$ cat src/rtl/imem_fetch_ctrl.sv
// imem_fetch_ctrl
//   IF-stage fetch sequencer for the 32-bit MIPS-style core. Owns the PC,
//   drives the combinational instruction memory and buffers fetched words in
//   a small FIFO that decode drains through a valid/ready handshake.
//
// Ports
//   clk              rising-edge clock
//   reset            synchronous, active-high
//   imem_addr  [31:0] fetch address (always the current pc)
//   imem_data  [31:0] instruction word for imem_addr (combinational memory)
//   id_valid          queue head holds an instruction
//   id_ready          decode takes the head this cycle
//   id_instr   [31:0] head instruction (0 when queue empty)
//   id_pc      [31:0] head pc (0 when queue empty)
//   redirect_valid    one-cycle taken branch/jump pulse
//   redirect_target   new pc for a redirect
//   halt_req          level; blocks new fetches while high
//   fetch_fault       sticky flag: pc was out of range or misaligned
//   fault_pc   [31:0] pc that raised fetch_fault
module imem_fetch_ctrl #(
  parameter logic [31:0] RESET_PC   = 32'h0000_0000,
  parameter int unsigned IMEM_BYTES = 64,
  parameter int unsigned QDEPTH     = 2
) (
  input  logic        clk,
  input  logic        reset,
  output logic [31:0] imem_addr,
  input  logic [31:0] imem_data,
  output logic        id_valid,
  input  logic        id_ready,
  output logic [31:0] id_instr,
  output logic [31:0] id_pc,
  input  logic        redirect_valid,
  input  logic [31:0] redirect_target,
  input  logic        halt_req,
  output logic        fetch_fault,
  output logic [31:0] fault_pc
);

  localparam int unsigned PW = (QDEPTH > 1) ? $clog2(QDEPTH) : 1;
  localparam int unsigned CW = $clog2(QDEPTH + 1);

  typedef enum logic [1:0] {
    S_FETCH  = 2'd0,
    S_HALTED = 2'd1,
    S_FAULT  = 2'd2
  } state_t;

  typedef struct packed {
    logic [31:0] pc;
    logic [31:0] instr;
  } fq_entry_t;

  state_t          state;
  logic [31:0]     pc;
  fq_entry_t       fq_mem [QDEPTH];
  logic [PW-1:0]   rd_ptr, wr_ptr;
  logic [CW-1:0]   count;

  logic pc_legal, fetch_try, q_full, pop, push, fault_hit;

  assign imem_addr = pc;

  // A fetch is legal only for word-aligned addresses inside the memory span.
  assign pc_legal  = (pc < 32'(IMEM_BYTES)) && (pc[1:0] == 2'b00);
  // Fetch attempt: FETCH state, nothing overriding it this cycle.
  assign fetch_try = (state == S_FETCH) && !halt_req && !redirect_valid;
  assign q_full    = (count == CW'(QDEPTH));

  assign id_valid  = (count != '0);
  assign pop       = id_valid && id_ready;
  // A full queue still accepts a push when the head leaves in the same cycle.
  assign push      = fetch_try && pc_legal && (!q_full || pop);
  assign fault_hit = fetch_try && !pc_legal;

  assign id_instr  = id_valid ? fq_mem[rd_ptr].instr : '0;
  assign id_pc     = id_valid ? fq_mem[rd_ptr].pc    : '0;

  // Storage needs no reset: the outputs are gated by count.
  always_ff @(posedge clk) begin
    if (!reset && push)
      fq_mem[wr_ptr] <= '{pc: pc, instr: imem_data};
  end

  always_ff @(posedge clk) begin
    if (reset) begin
      state       <= S_FETCH;
      pc          <= RESET_PC;
      rd_ptr      <= '0;
      wr_ptr      <= '0;
      count       <= '0;
      fetch_fault <= 1'b0;
      fault_pc    <= '0;
    end else if (redirect_valid) begin
      // Flush wins over everything; a concurrent pop is the branch itself
      // and needs no separate bookkeeping since the queue empties anyway.
      rd_ptr      <= '0;
      wr_ptr      <= '0;
      count       <= '0;
      pc          <= redirect_target;
      state       <= halt_req ? S_HALTED : S_FETCH;
      fetch_fault <= 1'b0;
    end else begin
      if (push) begin
        wr_ptr <= wr_ptr + PW'(1);
        pc     <= pc + 32'd4;
      end
      if (pop)
        rd_ptr <= rd_ptr + PW'(1);

      case ({push, pop})
        2'b10:   count <= count + CW'(1);
        2'b01:   count <= count - CW'(1);
        default: count <= count;
      endcase

      case (state)
        S_FETCH: begin
          if (halt_req) begin
            state <= S_HALTED;
          end else if (fault_hit) begin
            state       <= S_FAULT;
            fetch_fault <= 1'b1;
            fault_pc    <= pc;
          end
        end
        // Leaving HALTED costs one cycle; fetching restarts next edge.
        S_HALTED: if (!halt_req) state <= S_FETCH;
        // Only a redirect or reset leaves FAULT.
        S_FAULT:  state <= S_FAULT;
        default:  state <= S_FETCH;
      endcase
    end
  end

endmodule

$ cat config.mk
export PLATFORM = sky130hd
export DESIGN_NAME = imem_fetch_ctrl
export DESIGN_NICKNAME = d
export VERILOG_FILES = /design/src/rtl/imem_fetch_ctrl.sv
export SDC_FILE = /design/constraint.sdc
export NUM_CORES = 1
export LEC_CHECK = 0
export BUFFER_PORTS_ARGS = -buffer_cell sky130_fd_sc_hd__buf_2
export CAP_MARGIN = 20
export CORE_MARGIN = 3
export CORE_UTILIZATION = 40
export CTS_BUF_LIST = sky130_fd_sc_hd__clkbuf_16
export CTS_CLUSTER_SIZE = 8
export DETAILED_ROUTE_END_ITERATION = 10
export PLACE_DENSITY = 0.66
export SLEW_MARGIN = 20
export SYNTH_ARGS = -nofsm -noshare
export SYNTH_HDL_FRONTEND = slang
export SYNTH_SLANG_ARGS = --single-unit
$ cat constraint.sdc
create_clock -name clk -period 6.4 [get_ports clk]
set_input_delay 0 -clock clk [delete_from_list [all_inputs] [get_ports clk]]
set_output_delay 0 -clock clk [all_outputs]
set_load 0.03 [all_outputs]
## After elaboration in Yosys (flattened, before gate mapping)

Memories as Yosys holds them, arrays and structs flattened. A register that Yosys moved wholly into a read port is not among the register bits.
Cells that the tools add are included.

| storage, ports and cells | value |
|---|---|
| output and inout port bits | 130 |
| flip-flop bits (word level) | 71 |
| memories | 1 |
| RAM bits | 128 |
| word-level logic and storage cells | 61 |

| cells by class | value |
|---|---|
| bitwise operators | 2 |
| eq/ne operators | 7 |
| $add $sub $neg | 5 |
| order comparisons | 1 |
| muxes and demuxes | 15 |
| reduce and logical (&&, ||, !) cells | 23 |

Memories:

| name | depth | bits a word | read ports | clocked after memory_dff | wr ports | line | text |
|---|---|---|---|---|---|---|---|
| fq_mem | 2 | 64 | 1 | 1 | 1 | 56 | `fq_entry_t fq_mem [QDEPTH];` |

Operators by type and width:

| kind | number |
|---|---|
| two-way mux 32 bit | 4 |
| adder 32 x 3 -> 32 bit (second input constant) | 1 |
| less-than comparator 32 x 7 -> 1 bit (second input constant) | 1 |
| logical AND 1 bit | 8 |
| two-way mux 2 bit | 4 |
| equality test 2 bit (second input constant) | 3 |
| case mux 2 bit (3 select lines) | 1 |
| nonzero test 2 bit | 3 |
| logical NOT 1 bit | 5 |
| two-way mux 1 bit | 5 |
| equality test 2 x 1 -> 1 bit (second input constant) | 2 |
| logical NOT 2 bit | 2 |
| inequality test 4 bit (second input constant) | 1 |
| case mux 2 bit (2 select lines) | 1 |
| AND reduction 4 bit | 1 |
| inequality test 3 bit (second input constant) | 1 |
| AND reduction 3 bit | 1 |
| adder 1 bit (second input constant) | 2 |
| adder 2 x 1 -> 2 bit (second input constant) | 1 |
| inverter 1 bit | 2 |
| AND reduction 2 bit | 1 |
| OR reduction 2 bit | 1 |
| subtractor 2 x 1 -> 2 bit (second input constant) | 1 |
| logical OR 1 bit | 1 |

## Logic depth before layout (Yosys ltp)

| depth | value |
|---|---|
| depth after elaboration | 8 |
| gate-level depth with buffers | 6 |
| gate-level depth less buffers | 5 |

## Worst setup path after synthesis

OpenSTA, ideal clock, no wires.

| timing path | value |
|---|---|
| path type | reg-to-reg |
| start point | register pc[8], in the netlist imem_addr[8] |
| end point | memory fq_mem[0][0] (netlist name), enable pin |
| period minus slack after synthesis | 6,749 ps |
| buffers on the path | 1 |
| required time | 5,822 ps |
| stages on the path, launching flop included | 6 |
| data arrival time | 6,171 ps |
| slack | -349 ps |
| path through | dfxtp_1 -> nor4_2 -> nand4_4 -> a211oi_4 -> buf_6 -> nor3b_1 |

| between the ends | value |
|---|---|
| word-level cells in the longest chain between the ends | 7 |

RTL lines:

| what | line | text |
|---|---|---|
| start: declaration | 55 | `logic [31:0] pc;` |
| start signal: assignment | 100 | `pc <= redirect_target;` |
| start signal: assignment | 106 | `pc <= pc + 32'd4;` |
| less-than comparator 32 x 7 -> 1 bit | 65 | `assign pc_legal = (pc < 32'(IMEM_BYTES)) && (pc[1:0] == 2'b00);` |
| logical AND 1 bit | 65 |  |
| logical AND 1 bit (2 in a row) | 73 | `assign push = fetch_try && pc_legal && (!q_full \|\| pop);` |
| logical AND 1 bit | 81 | `if (!reset && push)` |
| two-way mux 1 bit | 81 |  |
| two-way mux 1 bit (not written as such) | 82 | `fq_mem[wr_ptr] <= '{pc: pc, instr: imem_data};` |
| end: declaration | 56 |  |

Every way passes these cells.

## Worst setup path after layout

| timing path | value |
|---|---|
| start point | register pc[16], in the netlist imem_addr[16] |
| end point | memory fq_mem[1][48] (netlist name), enable pin |

The elaborated chain is that of the path after synthesis.

==> reports/results.tsv <==
stage	metric	value	unit
sta	hold_ws	0.2092	ns
global_routing	initial antenna violation count	0	
sta	skew final	0.007051	ns
critical_path	CP required	6.44	ns
yosys	YS warnings	0	
critical_path	CP Launch Type	register	
pwr	Internal	1999	µW
detailed_routing	WL/cell	17.34	µm
floorplanning	die height	144.4	µm
clock_tree	CTS Sinks	200	
global_routing	largest net degree at the start of global routing	68	
cells_and_area	fill cell count	1550	
pwr	Comb pwr share	0.070	
placed_design	Port-buffer cells	198	
sta	setup violation total in the final timing report	0	
outcome	status	finished clean	
detailed_routing	remaining antenna violation count	0	
pwr	share of power burned in registers	0.547	
floorplanning	Die W	144.4	µm
clock_tree	CTS tree	done	
sta	unrepaired setup endpoints after global routing	false	
global_routing	grt ovf	0	
sta	TNS Setup	0	ns
cells_and_area	Area Overhead vs Synth	31.69	%
pwr	Cell Pwr Density	256.2	nW/µm²
critical_path	CP Cell Sequence	nor4_1 > nand4_2 > a211oi_4 > and3_4	
pwr	clock share of power	0.383	
clock_tree	Bufs on Longest Clock Path	2	
yosys	main flop type after synthesis	edfxtp_1	
critical_path	Top Family by Delay on Critical Path	simple AND/OR/NAND/NOR gates	
run	total of max-cap violations	0	
yosys	#FFs+latches synth	200	
detailed_routing	vias per inst	4.897	
clock_tree	H-tree depth	4	
yosys	Mapped Cells	544	
critical_path	Crit Path Category	reg2reg	
critical_path	Max FO, Critical Path	64	
critical_path	Critical Path End Type	register	
pwr	Sw Share	0.2268	
floorplanning	Core ar.	18390	µm²
critical_path	WP buf/inv	0	
yosys	Cell Area, Synth	7664	µm²
detailed_routing	First-pass DRT Iterations	5	
yosys	register area share after synthesis	0.6896	
cells_and_area	FF+latch area	5289	µm²
pwr	Leak	0.004208	µW
critical_path	CP max stage cell	and3_4	
placed_design	RD Place Congestion	0.8427	
worst_hold_path	Hold Crit Class	in2reg	
yosys	Syn Nets	614	
pwr	P_sw	586.5	µW
clock_tree	clock latency on the worst-skew pair	0.42	ns
yosys	Post-synth EDFFs	128	
sta	slew margin rel.	0.3561	
global_routing	first-pass GRT wire length	27660	µm
cells_and_area	Antenna Cells	0	
clock_tree	CTS Root Buffer Type	clkbuf_16	
detailed_routing	drt drc	0	
sta	achievable clock frequency	306.0	MHz
critical_path	CP arrival	3.31	ns
cells_and_area	multi-input logic area	2231	µm²
cells_and_area	share of layout cells above drive strength 1	0.3100	
yosys	Post-Syn Area per Cell	14.09	µm²
floorplanning	initial core utilization	0.4167	
floorplanning	I/O Pins	199	
yosys	Synth cell types	39	
sta	Least-Margin Pin Slew	0.9658	ns
detailed_routing	drt total wl	18120	µm
sta	period utilization	0.5106	
yosys	async set or reset register ratio after synthesis	0	
cells_and_area	Net count, final	874	
placed_design	Final HPWL DP	11700	µm
clock_tree	CTS Buf Count	17	
critical_path	crit-path max cell delay	0.88	ns
floorplanning	number of cell rows	49	
sta	Final Hold Fails	0	
clock_tree	clk slew on worst S/H paths	0.07	ns
sta	Tmin final	3.268	ns
global_routing	Total GRT Usage	0.1723	
pwr	maximum VDD drop	181.8	µV
detailed_routing	via count	5117	
detailed_routing	iteration-0 DRC count of the detailed router	190	
sta	final slew viol count	0	
global_routing	vias in the first global route	5139	
floorplanning	die area	20860	µm²
[repair_timing]
item,4_1_cts,5_1_grt
buffers inserted,0,0
gates resized for setup,0,0
hold buffers,66,0
hold endpoints to repair,101,0
[layer usage]
metal	up-vias	share of wire	track usage
met4	0	0.018	0.05940
li1	2466	-	-
met3	26	0.063	0.04497
met5	-	0	0
met2	192	0.48	0.2848
met1	2433	0.44	0.2207
[worst min-delay path: stages]
cell    delay, ns
buf_2        0.10
buf_4        0.34
nor2_1       0.16
[logic make-up (layout without fill, tap and decap cells)]
group / after synthesis / after routing / share of synthesized area
flops: 200 / 200 / 0.6896
simple gates: 161 / 161 / 0.09861
mux: 125 / 125 / 0.1633
buf+inv: 37 / 309 / 0.02237
compound gates: 18 / 18 / 0.02221
xor+xnor: 2 / 2 / 0.002286
fa+ha+maj: 1 / 1 / 0.001632
[state kept, by name, indices dropped and copies added (netlist names), named ones only]
| signal | flops |
|---|---|
| count | 2 |
| imem_addr | 32 |
| fetch_fault | 1 |
| fq_mem | 128 |
| fault_pc | 32 |
| rd_ptr | 1 |
| state | 2 |
| wr_ptr | 1 |
[layout by cell type (no fill, tap or decap), drive strengths merged, types with 7 or more instances in the layout]
cell and instances:
inv 11, clkbuf 17, nor2 131, edfxtp 128, mux2i 125, buf 205
dfxtp 72, nor4 8, clkinv 7, dlygate4sd3 66
[cells in the mapped netlist (all sizes together), types with 2 or more instances]
library cell / instances / area [µm²]
clkbuf: 13 / 48.80
nand4: 3 / 55.05
nor2b: 4 / 25.02
nand3: 2 / 10.01
mux2i: 125 / 1251
a21oi: 4 / 20.02
nand2: 4 / 15.01
o21ai: 2 / 21.27
dfxtp: 72 / 1441
nor4: 8 / 101.3
buf: 17 / 96.34
edfxtp: 128 / 3844
inv: 7 / 26.28
nor3: 4 / 20.02
a211oi: 2 / 27.53
a32oi: 2 / 17.52
nor2: 131 / 491.7
a2111oi: 2 / 30.03
[worst paths after layout]
kind / startpoint / endpoint / slack, ns / depth (start not counted)
worst max-delay path: imem_addr[16] / fq_mem[1][48] / 3.13 / 4
worst min-delay path: reset / imem_addr[9] / 0.21 / 3
worst max register to register: imem_addr[16] / fq_mem[1][48] / 3.13 / 4
worst min register to register: fetch_fault / fetch_fault / 0.47 / 2
[layout make-up]
cell class                 instances  area share
clock buffer                      17     0.04215
clock inverter                    14     0.01091
inverter                           7    0.002604
multi-input combinational        307      0.2211
sequential                       200      0.5241
tap                              229     0.02839
timing repair buffer             271      0.1708
[through the flow]
step	instances	setup slack (ns)	total power, µW	util	cell area, µm²
2_1_floorplan	544	1.914	1529	-	7669
3_3_place_gp	947	3.195	1588	0.4822	8869
3_5_place_dp	947	3.096	1593	0.4822	8869
4_1_cts	1044	3.097	2607	0.5472	10060
5_1_grt	1045	2.907	2677	0.5487	10090
6_report	1045	3.132	2585	0.5487	10090
[power by group through the flow]
stage / logic (µW) / registers, µW / clock network (µW)
finish: 181 / 1410 / 991
global route: 194 / 1420 / 1070
CTS: 183 / 1410 / 1010
detailed placement: 151 / 1440 / 0
global placement: 148 / 1440 / 0
floorplan: 60.6 / 1470 / 0
(Power assumes the default switching activity.)
